**src/rtl/mem_port_arbiter_if.sv**
```systemverilog
// mem_port_arbiter_if
//   Bundles the three sides of the shared memory port arbiter:
//     instr_*  : instruction-fetch requester (read only)
//     data_*   : data load/store requester
//     mem_*    : the single physical memory/cache port
//     timeout_err : pulse reporting an abandoned transaction
//   modport slave  : the arbiter's view (takes requests, drives the memory port)
//   modport master : the surrounding system's view (requesters plus memory)
interface mem_port_arbiter_if;
    logic        instr_read;
    logic [31:0] instr_address;
    logic [31:0] instr_rdata;
    logic        instr_resp;

    logic        data_read;
    logic        data_write;
    logic [31:0] data_address;
    logic [31:0] data_wdata;
    logic [3:0]  data_byte_enable;
    logic [31:0] data_rdata;
    logic        data_resp;

    logic        mem_read;
    logic        mem_write;
    logic [31:0] mem_address;
    logic [31:0] mem_wdata;
    logic [3:0]  mem_byte_enable;
    logic [31:0] mem_rdata;
    logic        mem_resp;

    logic        timeout_err;

    modport slave (
        input  instr_read, instr_address,
        output instr_rdata, instr_resp,
        input  data_read, data_write, data_address, data_wdata, data_byte_enable,
        output data_rdata, data_resp,
        output mem_read, mem_write, mem_address, mem_wdata, mem_byte_enable,
        input  mem_rdata, mem_resp,
        output timeout_err
    );

    modport master (
        output instr_read, instr_address,
        input  instr_rdata, instr_resp,
        output data_read, data_write, data_address, data_wdata, data_byte_enable,
        input  data_rdata, data_resp,
        input  mem_read, mem_write, mem_address, mem_wdata, mem_byte_enable,
        output mem_rdata, mem_resp,
        input  timeout_err
    );
endinterface

```
**src/rtl/mem_port_arbiter.sv**
```systemverilog
// mem_port_arbiter
//   Shares one memory port between instruction fetch and data access.
//   Data requests win arbitration, except that after STARVE_LIMIT
//   consecutive data grants with a fetch pending the fetch is forced
//   through (STARVE_LIMIT = 0 gives strict data priority).
//   Each served requester gets a one-cycle resp pulse with its read data.
//
//   Ports:
//     clk  : clock, all state on rising edge
//     rst  : asynchronous active-low reset
//     bus  : mem_port_arbiter_if.slave (instr_*, data_*, mem_*, timeout_err)
//
//   Optional feature macro: MEM_ARB_TIMEOUT_EN
//     Defined   : a busy transaction without mem_resp for TIMEOUT_CYCLES
//                 cycles is abandoned; the requester gets resp with
//                 rdata = 0 and timeout_err pulses.
//     Undefined : busy states wait indefinitely, timeout_err is 0.
//
//   state  | meaning
//   IDLE   | arbitrating between pending requests
//   BUSY_I | fetch strobe on the memory port, waiting for mem_resp
//   BUSY_D | load/store strobe on the memory port, waiting for mem_resp
//   DONE_I | instr_resp pulse, instr_rdata valid
//   DONE_D | data_resp pulse, data_rdata valid
module mem_port_arbiter #(
    parameter int unsigned STARVE_LIMIT   = 4,
    parameter int unsigned TIMEOUT_CYCLES = 255
) (
    input  logic              clk,
    input  logic              rst,
    mem_port_arbiter_if.slave bus
);

    typedef enum logic [2:0] {
        IDLE   = 3'd0,
        BUSY_I = 3'd1,
        BUSY_D = 3'd2,
        DONE_I = 3'd3,
        DONE_D = 3'd4
    } state_t;

    localparam int unsigned   SW         = (STARVE_LIMIT > 0) ? $clog2(STARVE_LIMIT + 1) : 1;
    localparam logic [SW-1:0] STARVE_MAX = SW'(STARVE_LIMIT);

    state_t        state, state_nxt;
    logic [SW-1:0] starve_cnt;

    logic          write_q;
    logic [31:0]   addr_q;
    logic [31:0]   wdata_q;
    logic [3:0]    be_q;
    logic [31:0]   instr_rdata_q;
    logic [31:0]   data_rdata_q;

    logic          data_req;
    logic          instr_forced;
    logic          grant_d;
    logic          grant_i;
    logic          busy;
    logic          timeout_hit;

    assign data_req = bus.data_read | bus.data_write;
    assign busy     = (state == BUSY_I) || (state == BUSY_D);

    // With STARVE_LIMIT = 0 the counter is stuck at 0 == STARVE_MAX, so the
    // explicit non-zero test is what keeps data strictly ahead.
    assign instr_forced = bus.instr_read && (STARVE_LIMIT != 0) && (starve_cnt == STARVE_MAX);

`ifdef MEM_ARB_TIMEOUT_EN
    localparam int unsigned   TW      = (TIMEOUT_CYCLES > 1) ? $clog2(TIMEOUT_CYCLES + 1) : 1;
    localparam logic [TW-1:0] TMO_END = TW'(TIMEOUT_CYCLES - 1);

    logic [TW-1:0] busy_cnt;
    logic          timeout_q;

    // busy_cnt counts from 0 in the first busy cycle, so the last allowed
    // busy cycle is where it equals TIMEOUT_CYCLES-1. A mem_resp arriving
    // in that same cycle still completes normally.
    assign timeout_hit = busy && !bus.mem_resp && (busy_cnt == TMO_END);

    always_ff @(posedge clk or negedge rst) begin
        if (!rst) begin
            busy_cnt  <= '0;
            timeout_q <= 1'b0;
        end else begin
            if (grant_d || grant_i) begin
                busy_cnt <= '0;
            end else if (busy) begin
                busy_cnt <= busy_cnt + 1'b1;
            end
            timeout_q <= timeout_hit;
        end
    end

    assign bus.timeout_err = timeout_q;
`else
    assign timeout_hit     = 1'b0;
    assign bus.timeout_err = 1'b0;
`endif

    always_ff @(posedge clk or negedge rst) begin
        if (!rst) begin
            state <= IDLE;
        end else begin
            state <= state_nxt;
        end
    end

    always_comb begin
        state_nxt = state;
        grant_d   = 1'b0;
        grant_i   = 1'b0;
        case (state)
            IDLE: begin
                if (data_req && !instr_forced) begin
                    grant_d   = 1'b1;
                    state_nxt = BUSY_D;
                end else if (bus.instr_read) begin
                    grant_i   = 1'b1;
                    state_nxt = BUSY_I;
                end
            end
            BUSY_I: begin
                if (bus.mem_resp || timeout_hit) begin
                    state_nxt = DONE_I;
                end
            end
            BUSY_D: begin
                if (bus.mem_resp || timeout_hit) begin
                    state_nxt = DONE_D;
                end
            end
            DONE_I:  state_nxt = IDLE;
            DONE_D:  state_nxt = IDLE;
            default: state_nxt = IDLE;
        endcase
    end

    // Request capture: the memory port is driven only from these registers,
    // so requester activity after the grant cannot disturb the transaction.
    // A simultaneous read+write is issued as a write.
    always_ff @(posedge clk or negedge rst) begin
        if (!rst) begin
            write_q <= 1'b0;
            addr_q  <= '0;
            wdata_q <= '0;
            be_q    <= '0;
        end else if (grant_d) begin
            write_q <= bus.data_write;
            addr_q  <= bus.data_address;
            wdata_q <= bus.data_wdata;
            be_q    <= bus.data_byte_enable;
        end else if (grant_i) begin
            write_q <= 1'b0;
            addr_q  <= bus.instr_address;
            wdata_q <= '0;
            be_q    <= 4'b1111;
        end
    end

    always_ff @(posedge clk or negedge rst) begin
        if (!rst) begin
            starve_cnt <= '0;
        end else if (grant_i) begin
            starve_cnt <= '0;
        end else if (grant_d && bus.instr_read && (starve_cnt != STARVE_MAX)) begin
            starve_cnt <= starve_cnt + 1'b1;
        end
    end

    // Read data is latched per requester so each rdata holds its own last
    // value; an abandoned transaction returns zero.
    always_ff @(posedge clk or negedge rst) begin
        if (!rst) begin
            instr_rdata_q <= '0;
            data_rdata_q  <= '0;
        end else begin
            if ((state == BUSY_I) && (bus.mem_resp || timeout_hit)) begin
                instr_rdata_q <= bus.mem_resp ? bus.mem_rdata : 32'h0;
            end
            if ((state == BUSY_D) && (bus.mem_resp || timeout_hit)) begin
                data_rdata_q <= bus.mem_resp ? bus.mem_rdata : 32'h0;
            end
        end
    end

    assign bus.mem_read        = (state == BUSY_I) || ((state == BUSY_D) && !write_q);
    assign bus.mem_write       = (state == BUSY_D) && write_q;
    assign bus.mem_address     = addr_q;
    assign bus.mem_wdata       = wdata_q;
    assign bus.mem_byte_enable = be_q;

    assign bus.instr_resp  = (state == DONE_I);
    assign bus.instr_rdata = instr_rdata_q;
    assign bus.data_resp   = (state == DONE_D);
    assign bus.data_rdata  = data_rdata_q;

endmodule

```
**src/flat_wrapper.sv**
```systemverilog
// flat-port wrapper written by rule: the top's interface ports become plain ports
module mem_port_arbiter_flat 
#(
    parameter int unsigned STARVE_LIMIT   = 4,
    parameter int unsigned TIMEOUT_CYCLES = 255
)
  (clk, rst, bus_instr_read, bus_instr_address, bus_instr_rdata, bus_instr_resp, bus_data_read, bus_data_write, bus_data_address, bus_data_wdata, bus_data_byte_enable, bus_data_rdata, bus_data_resp, bus_mem_read, bus_mem_write, bus_mem_address, bus_mem_wdata, bus_mem_byte_enable, bus_mem_rdata, bus_mem_resp, bus_timeout_err);
  mem_port_arbiter_if bus_i ();
  input  logic clk;
  input  logic rst;
  input wire logic [$bits(bus_i.instr_read)-1:0] bus_instr_read;
  input wire logic [$bits(bus_i.instr_address)-1:0] bus_instr_address;
  output wire logic [$bits(bus_i.instr_rdata)-1:0] bus_instr_rdata;
  output wire logic [$bits(bus_i.instr_resp)-1:0] bus_instr_resp;
  input wire logic [$bits(bus_i.data_read)-1:0] bus_data_read;
  input wire logic [$bits(bus_i.data_write)-1:0] bus_data_write;
  input wire logic [$bits(bus_i.data_address)-1:0] bus_data_address;
  input wire logic [$bits(bus_i.data_wdata)-1:0] bus_data_wdata;
  input wire logic [$bits(bus_i.data_byte_enable)-1:0] bus_data_byte_enable;
  output wire logic [$bits(bus_i.data_rdata)-1:0] bus_data_rdata;
  output wire logic [$bits(bus_i.data_resp)-1:0] bus_data_resp;
  output wire logic [$bits(bus_i.mem_read)-1:0] bus_mem_read;
  output wire logic [$bits(bus_i.mem_write)-1:0] bus_mem_write;
  output wire logic [$bits(bus_i.mem_address)-1:0] bus_mem_address;
  output wire logic [$bits(bus_i.mem_wdata)-1:0] bus_mem_wdata;
  output wire logic [$bits(bus_i.mem_byte_enable)-1:0] bus_mem_byte_enable;
  input wire logic [$bits(bus_i.mem_rdata)-1:0] bus_mem_rdata;
  input wire logic [$bits(bus_i.mem_resp)-1:0] bus_mem_resp;
  output wire logic [$bits(bus_i.timeout_err)-1:0] bus_timeout_err;
  assign bus_i.instr_read = bus_instr_read;
  assign bus_i.instr_address = bus_instr_address;
  assign bus_instr_rdata = bus_i.instr_rdata;
  assign bus_instr_resp = bus_i.instr_resp;
  assign bus_i.data_read = bus_data_read;
  assign bus_i.data_write = bus_data_write;
  assign bus_i.data_address = bus_data_address;
  assign bus_i.data_wdata = bus_data_wdata;
  assign bus_i.data_byte_enable = bus_data_byte_enable;
  assign bus_data_rdata = bus_i.data_rdata;
  assign bus_data_resp = bus_i.data_resp;
  assign bus_mem_read = bus_i.mem_read;
  assign bus_mem_write = bus_i.mem_write;
  assign bus_mem_address = bus_i.mem_address;
  assign bus_mem_wdata = bus_i.mem_wdata;
  assign bus_mem_byte_enable = bus_i.mem_byte_enable;
  assign bus_i.mem_rdata = bus_mem_rdata;
  assign bus_i.mem_resp = bus_mem_resp;
  assign bus_timeout_err = bus_i.timeout_err;
  mem_port_arbiter #(.STARVE_LIMIT(STARVE_LIMIT), .TIMEOUT_CYCLES(TIMEOUT_CYCLES)) u_core (.clk(clk), .rst(rst), .bus(bus_i));
endmodule
```
**config.mk**
```make
export PLATFORM = sky130hd
export DESIGN_NAME = mem_port_arbiter_flat
export DESIGN_NICKNAME = d
export VERILOG_FILES = /design/src/rtl/mem_port_arbiter_if.sv /design/src/rtl/mem_port_arbiter.sv /design/src/flat_wrapper.sv
export SDC_FILE = /design/constraint.sdc
export NUM_CORES = 1
export LEC_CHECK = 0
export ABC_AREA = 1
export BUFFER_PORTS_ARGS = -buffer_cell sky130_fd_sc_hd__buf_2
export CAP_MARGIN = 0
export CORE_ASPECT_RATIO = 1.25
export CORE_MARGIN = 10
export CORE_UTILIZATION = 30
export CTS_BUF_LIST = sky130_fd_sc_hd__clkbuf_2
export DETAILED_ROUTE_END_ITERATION = 10
export REMOVE_ABC_BUFFERS = 1
export SLEW_MARGIN = 20
export SYNTH_ARGS = -nofsm -noshare
export SYNTH_HDL_FRONTEND = slang
export SYNTH_SLANG_ARGS = --single-unit
```
**constraint.sdc**
```tcl
create_clock -name clk -period 1.65 [get_ports clk]
set_input_delay 0.165 -clock clk [delete_from_list [all_inputs] [get_ports clk]]
set_output_delay 0.165 -clock clk [all_outputs]
set_load 0.05 [all_outputs]
```
-- Yosys cells after proc, flatten, opt, wreduce, memory -nomap -nowiden
Index checks and enable logic that the tools add are counted.
- add/subtract/negate cells: 1
- muxes and demuxes: 21
- bitwise operators: 1
- equality and inequality tests: 9
- reductions and logical operators: 15
- operator list (cell ; count):
    2-to-1 mux 32 bit ; 5
    2-to-1 mux 3 bit ; 6
    case mux 3 bit (3 select lines) ; 1
    logical AND 1 bit ; 8
    2-to-1 mux 4 bit ; 2
    2-to-1 mux 1 bit ; 7
    equality test 3 x 2 -> 1 bit, second input constant ; 2
    equality test 3 bit, second input constant ; 2
    != test 2 bit, second input constant ; 2
    nonzero test 2 bit ; 2
    adder 3 x 1 -> 3 bit, second input constant ; 1
    equality test 3 x 1 -> 1 bit, second input constant ; 1
    zero test 3 bit ; 1
    != test 3 x 2 -> 1 bit, second input constant ; 1
    != test 3 bit, second input constant ; 1
    AND reduction 3 bit ; 1
    zero test 1 bit ; 2
    logical OR 1 bit ; 1
    OR 1 bit ; 1
- register bits: 139
- word-level logic and storage cells: 55
- input port bits: 138
- output and inout bits: 137

-- Logic depth before layout (Yosys ltp)
Gate-level depths: netlist of the first run.
- word-level depth: 10
- depth in mapped cells: 9
- depth with buffers taken out: 8

-- Least setup slack after synthesis of the first run
Ideal clock, no wire load.
- kind: reg2out
- start: register u_core.state[2]
- end: output port bus_mem_read
- buffers on the path: 0
- path slack: -189 ps
- cell stages (with the launch flop): 4
- arrival: 1674 ps
- cell sequence: dfrtp_1 inv_2 nand3_2 o21ai_0
- cells in the longest elaborated chain, start to end: 3
- ends and longest elaborated chain (what ; RTL line ; text):
    from (decl) ; mem_port_arbiter.sv:45 ; state_t state, state_nxt;
    from (signal assigned) ; mem_port_arbiter.sv:105 ; state <= state_nxt;
    equality test 3 x 2 -> 1 bit ; -- ;
    logical AND 1 bit ; mem_port_arbiter.sv:187 ; assign bus.mem_read = (state == BUSY_I) || ((state == BUSY_D) && !write_q);
    logical OR 1 bit (*) ; mem_port_arbiter.sv:187 ;
    to (decl) ; flat_wrapper.sv:22 ; output wire logic [$bits(bus_i.mem_read)-1:0] bus_mem_read;
Every way passes the cells marked *; elsewhere a longest branch is shown, timed or not.

-- Worst setup path after layout of the first run
Same ends and word-level chain as after synthesis.

==> results.sh, run 1 <==
export IMPL_die_h_um=174.6
export IMPL_cts_max_level=4
export IMPL_route_detailed_drc=0
export IMPL_avgSynthCellArea_um2=9.108
export IMPL_skew_ns=0.02211
export IMPL_synthesis_area_mm2=0.005738
export IMPL_clk_root_buffer_cell="clkbuf_2"
export IMPL_cts_buffer_depth=2
export IMPL_crit_type="register to output pin"
export IMPL_routabilityCongestion=0.7866
export IMPL_hold_class="primary input to register"
export IMPL_clockPowerShare_pct=11.9
export IMPL_dr_pass1_iters=5
export IMPL_period_needed_ns=1.807
export IMPL_cp_max_fo=4
export IMPL_fin_util_pct=50.62
export IMPL_ys_warnings_count=0
export IMPL_p_leak_nw=5.050
export IMPL_final_cell_mix="nand2_1, buf_2, dlygate4sd3_1, dfrtp_1, clkbuf_4"
export IMPL_core_mm2=0.01878
export IMPL_hold_ws_ns=0.2104
export IMPL_synth_cell_types=24
export IMPL_grt_pass1_vias=6063
export IMPL_die_width_um=143.7
export IMPL_p_seq_share_pct=28.0
export IMPL_synth_top_area_share_pct=60.62
export IMPL_status="finished with violations"
export IMPL_numClockSinks=139
export IMPL_totalWireLength_mm=22.13
export IMPL_die_area_mm2=0.02509
export IMPL_syn_inst=630
export IMPL_drtIter0Drc=310
export IMPL_pin_count=275
export IMPL_setup_violations=4
export IMPL_crit_required_ns=1.48
export IMPL_final_common_cell="nand2_1"
export IMPL_tns_ns=-0.5148
export IMPL_layout_nets=1190
export IMPL_yosys_top_cells_area="dfrtp_1, nand2_1, o21ai_0"
export IMPL_drive_above_1_share_pct=32.93
export IMPL_ir_drop_mv=1.139
export IMPL_grt_antenna_before_repair=1
export IMPL_startpoint_type="register"
export IMPL_powerDensity_mw_per_mm2=2208
export IMPL_avgRoutedWirePerCell_um=17.08
export IMPL_syn2layout_area_growth_pct=65.66
export IMPL_rsz0062_at_grt="true"
export IMPL_drv_slew=0
export IMPL_grt_first_pass_wirelength_mm=32.44
export IMPL_dpl_cell_count=1109
export IMPL_period_share_pct=109.5
export IMPL_cts_tree="built"
export IMPL_cts_made_buffers=17
export IMPL_io_buffers=273
export IMPL_netSwitchingFraction_pct=53.90
export IMPL_yosysTopAreaCell="dfrtp_1"
export IMPL_power_frac_comb_pct=60.2
export IMPL_switchingPower_w=0.01131
export IMPL_fin_cells=1296
export IMPL_fill_cells=1679
export IMPL_hold_violations=0
export IMPL_failed_checks="negative setup slack"
export IMPL_initial_core_util_pct=30.56
export IMPL_grt_max_degree=66
export IMPL_grt_ovfl_total=0
export IMPL_arrival_ns=1.64
export IMPL_grt_use_total_pct=16.00
export IMPL_maxCapViolCount=0
export IMPL_max_freq_mhz=553.5
export IMPL_ys_seq_area_share_pct=60.62
export IMPL_rows=56
export IMPL_p_int_w=0.009676
export IMPL_num_vias=5954
export IMPL_antenna_left=0
export IMPL_via_per_inst=4.594
export IMPL_worstSkewPairLatency_ns=0.67
export IMPL_fin_ws_ns=-0.1568
export IMPL_fin_total_pwr_w=0.02099
export IMPL_cp_end_kind="output pin"
export IMPL_cts_clk_slew_worst_paths_ns=0.22
export IMPL_dp_final_hpwl_mm=13.36
export IMPL_ys_ff_latch=139
## registers in the layout, indices dropped and copies added (netlist names)
name	flops
u_core.state	3
u_core.bus.data_rdata	32
u_core.bus.instr_rdata	32
u_core.write_q	1
u_core.starve_cnt	3
u_core.bus.mem_wdata	32
u_core.bus.mem_address	32
u_core.bus.mem_byte_enable	4
## path summary, 6_finish.rpt
kind	from	to	slack, ns	cells past startpoint
min reg2reg	u_core.bus.mem_wdata[18]$_DFFE_PN0P_	u_core.bus.mem_wdata[18]$_DFFE_PN0P_	0.50	2
max	u_core.state[2]$_DFFE_PN0P_	bus_mem_read	-0.16	4
max reg2reg	u_core.starve_cnt[0]$_DFFE_PN0P_	u_core.bus.mem_address[16]$_DFFE_PN0P_	0.09	9
max in group asynchronous	rst	u_core.state[1]$_DFFE_PN0P_	0.75	4
min in group asynchronous	rst	u_core.bus.mem_wdata[23]$_DFFE_PN0P_	0.58	4
min	bus_data_wdata[21]	u_core.bus.mem_wdata[21]$_DFFE_PN0P_	0.21	4
## area by class of cell
class	count	area (µm²)	area share, %
Clock inverter	14	217.7	2.290
Tap cell	232	290.3	3.054
Antenna cell	1	2.502	0.02633
Multi-Input combinational cell	405	1859	19.56
Clock buffer	18	90.09	0.9477
Sequential cell	139	3480	36.61
Timing Repair Buffer	438	3374	35.50
Inverter	49	191.4	2.014
## repair_timing
| action | CTS | global route |
|---|---|---|
| pin swaps | 2 | 1 |
| hold endpoints to repair | 278 | 0 |
| gates resized for setup | 28 | 67 |
| gates cloned | 0 | 7 |
| setup buffers | 4 | 4 |
| setup endpoints to repair | 17 | 125 |
| hold buffers | 139 | 0 |
## stage by stage
stage	cell area [µm²]	worst slack, ns
6_report	9505	-0.1568
4_1_cts	9166	-0.2689
3_5_place_dp	7337	0.1666
3_3_place_gp	7337	0.1873
2_1_floorplan	5474	-0.4569
5_1_grt	9503	-0.3371
## synth_stat cells
cell type,count
o21ai_1,24
nor3_1,2
nor2_4,1
nand3_1,38
o21ai_2,1
o21ai_0,46
buf_4,9
nor2_1,14
clkbuf_2,3
buf_6,9
buf_2,13
inv_2,5
nand3_4,1
xor2_1,1
clkbuf_1,4
dfrtp_1,139
nand2_1,236
conb_1,1
ha_1,2
nand2_4,1
inv_1,44
nand2_2,1
nand3_2,3
nand4_1,32
## metal layers
layer	part of all wire [%]	wire, µm	GRT usage (%)	vias up
met1	41	9056	19.48	2782
met3	10	2290	6.565	26
met2	47	10410	25.57	289
met4	1.7	371	4.135	0
li1	-	-	-	2857
met5	0	0	0	-
## critical path, cell delays in order, from the launching register on
cell and delay, ns:
dfrtp_1 0.44, inv_2 0.13, nand3_4 0.10, o21ai_2 0.13, buf_6 0.17
## cell families after synthesis
family          share of synthesized area (%)
compound gates                          6.258
xor+xnor                               0.1527
fa+ha+maj                              0.4360
buf+inv                                 7.806
flops                                   60.62
other cells                           0.06535
simple gates                            24.66
## power groups by stage
stage	registers [W]	logic [W]	clock network, W
detailed placement	0.00584	0.0111	0
floorplan	0.0111	0.00265	0
finish	0.00587	0.0126	0.00249
global route	0.00606	0.0134	0.00275
global placement	0.00581	0.0111	0
CTS	0.00580	0.0117	0.00261
(Power assumes the default switching activity.)
==> inputs of run 2 (changes only) <==
--- a/config.mk
+++ b/config.mk
@@ -6,6 +6,7 @@
 export NUM_CORES = 1
 export LEC_CHECK = 0
 export ABC_AREA = 1
+export ABC_CLOCK_PERIOD_IN_PS = 2000
 export BUFFER_PORTS_ARGS = -buffer_cell sky130_fd_sc_hd__buf_2
 export CAP_MARGIN = 0
 export CORE_ASPECT_RATIO = 1.25
==> constraint.sdc (replaced) <==
create_clock -name clk -period 2 [get_ports clk]
set_input_delay 0.2 -clock clk [delete_from_list [all_inputs] [get_ports clk]]
set_output_delay 0.2 -clock clk [all_outputs]
set_load 0.05 [all_outputs]
==> results.sh, run 2 (synthesized netlist as in run 1, its figures left out) <==
export IMPL_status="complete, no violations"
export IMPL_maxCapViolCount=0
export IMPL_routabilityCongestion=0.7971
export IMPL_grt_ovfl_total=0
export IMPL_final_area_mm2=0.009133
export IMPL_dpl_cell_count=1107
export IMPL_ir_drop_mv=0.9632
export IMPL_tns_ns=0
export IMPL_grt_use_total_pct=16.26
export IMPL_grt_pass1_vias=6221
export IMPL_cts_max_level=4
export IMPL_arrival_ns=2.52
export IMPL_final_common_cell="buf_2"
export IMPL_via_per_inst=4.502
export IMPL_drv_slew=0
export IMPL_dp_final_hpwl_mm=13.55
export IMPL_relSlewSlack_pct=62.01
export IMPL_crit_required_ns=2.59
export IMPL_crit_top_cell="inv_2"
export IMPL_cts_made_buffers=17
export IMPL_cp_end_kind="register"
export IMPL_drive_above_1_share_pct=31.26
export IMPL_dr_pass1_iters=5
export IMPL_cts_tree="built"
export IMPL_fin_cells=1294
export IMPL_grt_first_pass_wirelength_mm=32.91
export IMPL_initial_core_util_pct=30.56
export IMPL_tightest_slew_ns=0.5699
export IMPL_drtIter0Drc=310
export IMPL_final_cell_mix="buf_2, nand2_1, dlygate4sd3_1"
export IMPL_min_delay_path_depth=4
export IMPL_die_width_um=143.7
export IMPL_max_freq_mhz=518.6
export IMPL_worstSkewPairLatency_ns=0.67
export IMPL_slowest_delay_ns=0.55
export IMPL_route_detailed_drc=0
export IMPL_r2r_start="u_core.state[0]$_DFFE_PN0P_"
export IMPL_hold_class="primary input to register"
export IMPL_die_h_um=174.6
export IMPL_pre_cts_ws_ns=0.3931
export IMPL_cts_buffer_depth=2
export IMPL_die_area_mm2=0.02509
export IMPL_pin_count=275
export IMPL_avgRoutedWirePerCell_um=15.90
export IMPL_layout_nets=1187
export IMPL_dpl_cell_area_mm2=0.007297
export IMPL_core_mm2=0.01878
export IMPL_period_needed_ns=1.928
export IMPL_setup_violations=0
export IMPL_cp_slowest_cell="dlygate4sd3_1"
export IMPL_startpoint_type="register"
export IMPL_cts_clk_slew_worst_paths_ns=0.22
export IMPL_powerDensity_mw_per_mm2=1766
export IMPL_min_from="bus_data_wdata[9]"
export IMPL_clk_root_buffer_cell="clkbuf_2"
export IMPL_rsz0062_at_grt="true"
export IMPL_antenna_left=0
export IMPL_grt_antenna_before_repair=4
export IMPL_crit_type="register to register"
export IMPL_cp_max_fo=11
export IMPL_syn2layout_area_growth_pct=59.16
export IMPL_cp_cell_sequence="inv_2 > buf_4 > nand3_4 > inv_2 > o21ai_4 > nand2_1 > o21ai_1 > dlygate4sd3_1"
export IMPL_fin_ws_ns=0.07176
export IMPL_rows=56
export IMPL_r2r_cells=8
export IMPL_hold_violations=0
export IMPL_worstSetupStartpoint="u_core.state[0]$_DFFE_PN0P_"
export IMPL_skew_ns=0.04001
export IMPL_totalWireLength_mm=20.57
export IMPL_io_buffers=273
export IMPL_p_leak_nw=4.928
export IMPL_grt_max_degree=66
export IMPL_period_share_pct=96.41
export IMPL_numClockSinks=139
export IMPL_num_vias=5826
## run 2: changes by cell type in the layout (fill, tap and decap cells not counted), moves of 2 or more
cell,previous run,this run
buf_6,9,3
bufinv_16,5,3
clkbuf_16,4,0
diode_2,1,3
clkbuf_4,58,0
buf_4,24,7
buf_12,10,7
buf_2,195,268
dlygate4sd3_1,138,151
inv_2,3,5
## run 2: final cells by class
type	count	area (µm²)
diodes	3	7.507
clock buffers	17	85.08
clock inverters	14	170.2
fillers	1746	9646
inverters	49	183.9
multi-input cells	404	1838
flip-flops and latches	139	3478
well taps	232	290.3
repair buffers	436	3079
## run 2: per-stage QoR
| step | hold slack [ns] | power, W | utilization [%] |
|---|---|---|---|
| final | 0.2537 | 0.01612 | 48.63 |
| after detailed placement | 0.2227 | 0.01398 | 38.86 |
| after global placement | 0.2199 | 0.01387 | 38.86 |
| after floorplan | -0.09559 | 0.01136 | - |
| after global routing | 0.1400 | 0.01718 | 48.63 |
| after CTS | 0.09991 | 0.01623 | 48.43 |
## run 2: worst max-delay path, delay by kind of cell (launching register included)
family | cells | cell delay (ns)
AO/OA/AOI/OAI | 2 | 0.23
buffers and inverters | 4 | 0.96
flip-flops | 1 | 0.46
AND/OR/NAND/NOR | 2 | 0.19
## run 2: path summary, 6_finish.rpt
path                                                          end  slack [ns]
max                                    u_core.write_q$_DFFE_PN0P_        0.07
min                           u_core.bus.mem_wdata[9]$_DFFE_PN0P_        0.25
max reg2reg                            u_core.write_q$_DFFE_PN0P_        0.07
min reg2reg                  u_core.bus.mem_wdata[13]$_DFFE_PN0P_        0.49
max in group asynchronous    u_core.bus.data_rdata[9]$_DFFE_PN0P_        0.76
min in group asynchronous  u_core.bus.mem_address[16]$_DFFE_PN0P_        0.58
## run 2: what timing repair did
action                     4_1_cts  5_1_grt
hold endpoints to repair       278        0
cloned                           0        0
hold buffers                   151        0
setup buffers                    1        1
gates resized for setup          8        5
setup endpoints to repair        4        4
## run 2: where the power goes
group	switching (W)	leakage, nW	internal, W
sequential	0.000688	1.73	0.00410
combinational	0.00726	3.05	0.00232
clock	0.00106	0.145	0.000695
total	0.00901	4.93	0.00712
## run 2: routing by layer
layer / vias to the layer above / share of wire, % / global-route usage, %
met1: 2676 / 41 / 18.83
met5: - / 0.053 / 0
met4: 2 / 2.7 / 6.223
met2: 264 / 46 / 25.93
li1: 2850 / - / -
met3: 34 / 10 / 7.027
==> inputs of run 3 (changes only) <==
--- a/config.mk
+++ b/config.mk
@@ -9,11 +9,11 @@
 export ABC_CLOCK_PERIOD_IN_PS = 2000
 export BUFFER_PORTS_ARGS = -buffer_cell sky130_fd_sc_hd__buf_2
 export CAP_MARGIN = 0
-export CORE_ASPECT_RATIO = 1.25
 export CORE_MARGIN = 10
 export CORE_UTILIZATION = 30
 export CTS_BUF_LIST = sky130_fd_sc_hd__clkbuf_2
 export DETAILED_ROUTE_END_ITERATION = 10
+export RECOVER_POWER = 100
 export REMOVE_ABC_BUFFERS = 1
 export SLEW_MARGIN = 20
 export SYNTH_ARGS = -nofsm -noshare
==> results.sh, run 3 (synthesized netlist as in run 1, its figures left out) <==
export IMPL_path_depth=3
export IMPL_cts_max_level=4
export IMPL_max_freq_mhz=539.3
export IMPL_worstSetupStartpoint="u_core.state[2]$_DFFE_PN0P_"
export IMPL_drtIter0Drc=350
export IMPL_top_usage_layer="met2"
export IMPL_crit_top_cell="buf_4"
export IMPL_cts_made_buffers=17
export IMPL_clk_root_buffer_cell="clkbuf_2"
export IMPL_via_per_inst=4.510
export IMPL_totalWireLength_mm=21.10
export IMPL_multi_input_area_mm2=0.001843
export IMPL_fin_total_pwr_w=0.01629
export IMPL_cts_clk_slew_worst_paths_ns=0.20
export IMPL_grt_max_degree=66
export IMPL_period_share_pct=92.72
export IMPL_grt_pass1_vias=6055
export IMPL_avgRoutedWirePerCell_um=16.19
export IMPL_cp_cell_sequence="buf_4 > nor3_1 > buf_4"
export IMPL_relSlewSlack_pct=35.69
export IMPL_p_leak_nw=4.957
export IMPL_route_detailed_drc=0
export IMPL_r2r_cells=8
export IMPL_maxCapViolCount=0
export IMPL_slowest_delay_ns=0.43
export IMPL_grt_use_total_pct=16.45
export IMPL_startpoint_type="register"
export IMPL_grt_util_met1_pct=19.56
export IMPL_period_needed_ns=1.854
export IMPL_ir_drop_mv=0.9470
export IMPL_cts_buffer_depth=2
export IMPL_drv_slew=0
export IMPL_powerDensity_mw_per_mm2=1782
export IMPL_rsz0062_at_grt="true"
export IMPL_skew_ns=0.01805
export IMPL_crit_type="register to output pin"
export IMPL_antenna_left=0
export IMPL_worstSkewPairLatency_ns=0.67
export IMPL_cp_end_kind="output pin"
export IMPL_min_from="bus_data_wdata[18]"
export IMPL_tightest_slew_ns=0.9647
export IMPL_final_cell_mix="buf_2, nand2_1, dlygate4sd3_1"
export IMPL_cp_max_fo=2
export IMPL_die_area_mm2=0.02506
export IMPL_die_h_um=158.3
export IMPL_regArea_mm2=0.003480
export IMPL_routabilityCongestion=0.8316
export IMPL_hold_violations=0
export IMPL_hold_class="primary input to register"
export IMPL_grt_use_met3_pct=7.339
export IMPL_dpl_cell_area_mm2=0.007330
export IMPL_grt_first_pass_wirelength_mm=32.57
export IMPL_crit_required_ns=1.80
export IMPL_final_area_mm2=0.009138
export IMPL_min_delay_path_depth=4
export IMPL_drive_above_1_share_pct=31.55
export IMPL_dp_final_hpwl_mm=14.02
export IMPL_grt_antenna_before_repair=1
export IMPL_grt_ovfl_total=0
export IMPL_setup_violations=0
export IMPL_syn2layout_area_growth_pct=59.25
export IMPL_die_width_um=158.3
export IMPL_grt_util_met2_pct=26.01
export IMPL_r2r_start="u_core.state[2]$_DFFE_PN0P_"
export IMPL_cp_slowest_cell="dfrtp_1"
export IMPL_arrival_ns=1.65
export IMPL_critPathTopFamily="flip-flops"
export IMPL_fill_cells=1716
export IMPL_cts_tree="built"
export IMPL_path_buf_inv=2
export IMPL_io_buffers=273
export IMPL_numClockSinks=139
export IMPL_dr_pass1_iters=5
export IMPL_status="complete, no violations"
export IMPL_rows=50
export IMPL_layout_nets=1195
export IMPL_pin_count=275
export IMPL_num_vias=5876
export IMPL_core_mm2=0.01877
export IMPL_initial_core_util_pct=30.57
export IMPL_final_common_cell="buf_2"
-- run 3: final timing paths --
path	endpoint	slack [ns]
min in group asynchronous	u_core.bus.mem_wdata[1]$_DFFE_PN0P_	0.99
hold / removal	u_core.bus.mem_wdata[18]$_DFFE_PN0P_	0.26
max in group asynchronous	u_core.bus.mem_wdata[11]$_DFFE_PN0P_	0.23
setup / recovery	bus_instr_resp	0.15
hold reg to reg	u_core.bus.mem_wdata[28]$_DFFE_PN0P_	0.49
setup reg to reg	u_core.write_q$_DFFE_PN0P_	0.15
-- run 3: stage by stage --
stage | worst slack, ns | utilization (%) | TNS, ns | hold WS, ns | cells
6_report | 0.1456 | 48.69 | 0 | 0.2579 | 1303
5_1_grt | -0.04834 | 48.69 | -0.08283 | 0.1007 | 1303
4_1_cts | 0.002716 | 48.56 | 0 | 0.1377 | 1295
3_5_place_dp | 0.3655 | 39.05 | 0 | 0.1537 | 1113
3_3_place_gp | 0.4118 | 39.05 | 0 | 0.1493 | 1113
2_1_floorplan | -0.1419 | - | -0.5674 | -0.09559 | 592
-- run 3: metal layers --
layer / wire length [µm] / vias up
met3: 2525 / 25
met2: 9626 / 306
met4: 431 / 0
li1: - / 2864
met5: 0 / -
met1: 8512 / 2681
-- run 3: final cells by class --
| class | instances | share of cell area (%) |
|---|---|---|
| antenna | 1 | 0.02739 |
| tap | 234 | 3.204 |
| clock buffer | 19 | 1.041 |
| sequential | 139 | 38.08 |
| inverter | 49 | 2.013 |
| timing repair buffer | 444 | 33.81 |
| multi-input combinational | 404 | 20.17 |
| clock inverter | 13 | 1.657 |
-- run 3: what timing repair did --
action / in CTS / in global routing
gates resized for setup: 8 / 5
hold buffers: 150 / 0
endpoints found under the hold margin: 278 / 0
setup endpoints to repair: 2 / 5
cloned: 0 / 0
setup buffers: 0 / 7
pin swaps: 0 / 1
-- run 3: report_power, final --
| group | internal, W | total [W] | switching, W | leakage, nW |
|---|---|---|---|---|
| combinational | 0.00245 | 0.00974 | 0.00729 | 3.08 |
| clock | 0.000693 | 0.00172 | 0.00103 | 0.144 |
| sequential | 0.00411 | 0.00483 | 0.000722 | 1.73 |
| total | 0.00724 | 0.0163 | 0.00904 | 4.96 |
-- run 3: tightest hold or removal path, delay by kind of cell --
family                 cells  cell delay (ns)
buffers and inverters      2             0.61
AND/OR/NAND/NOR            2             0.10
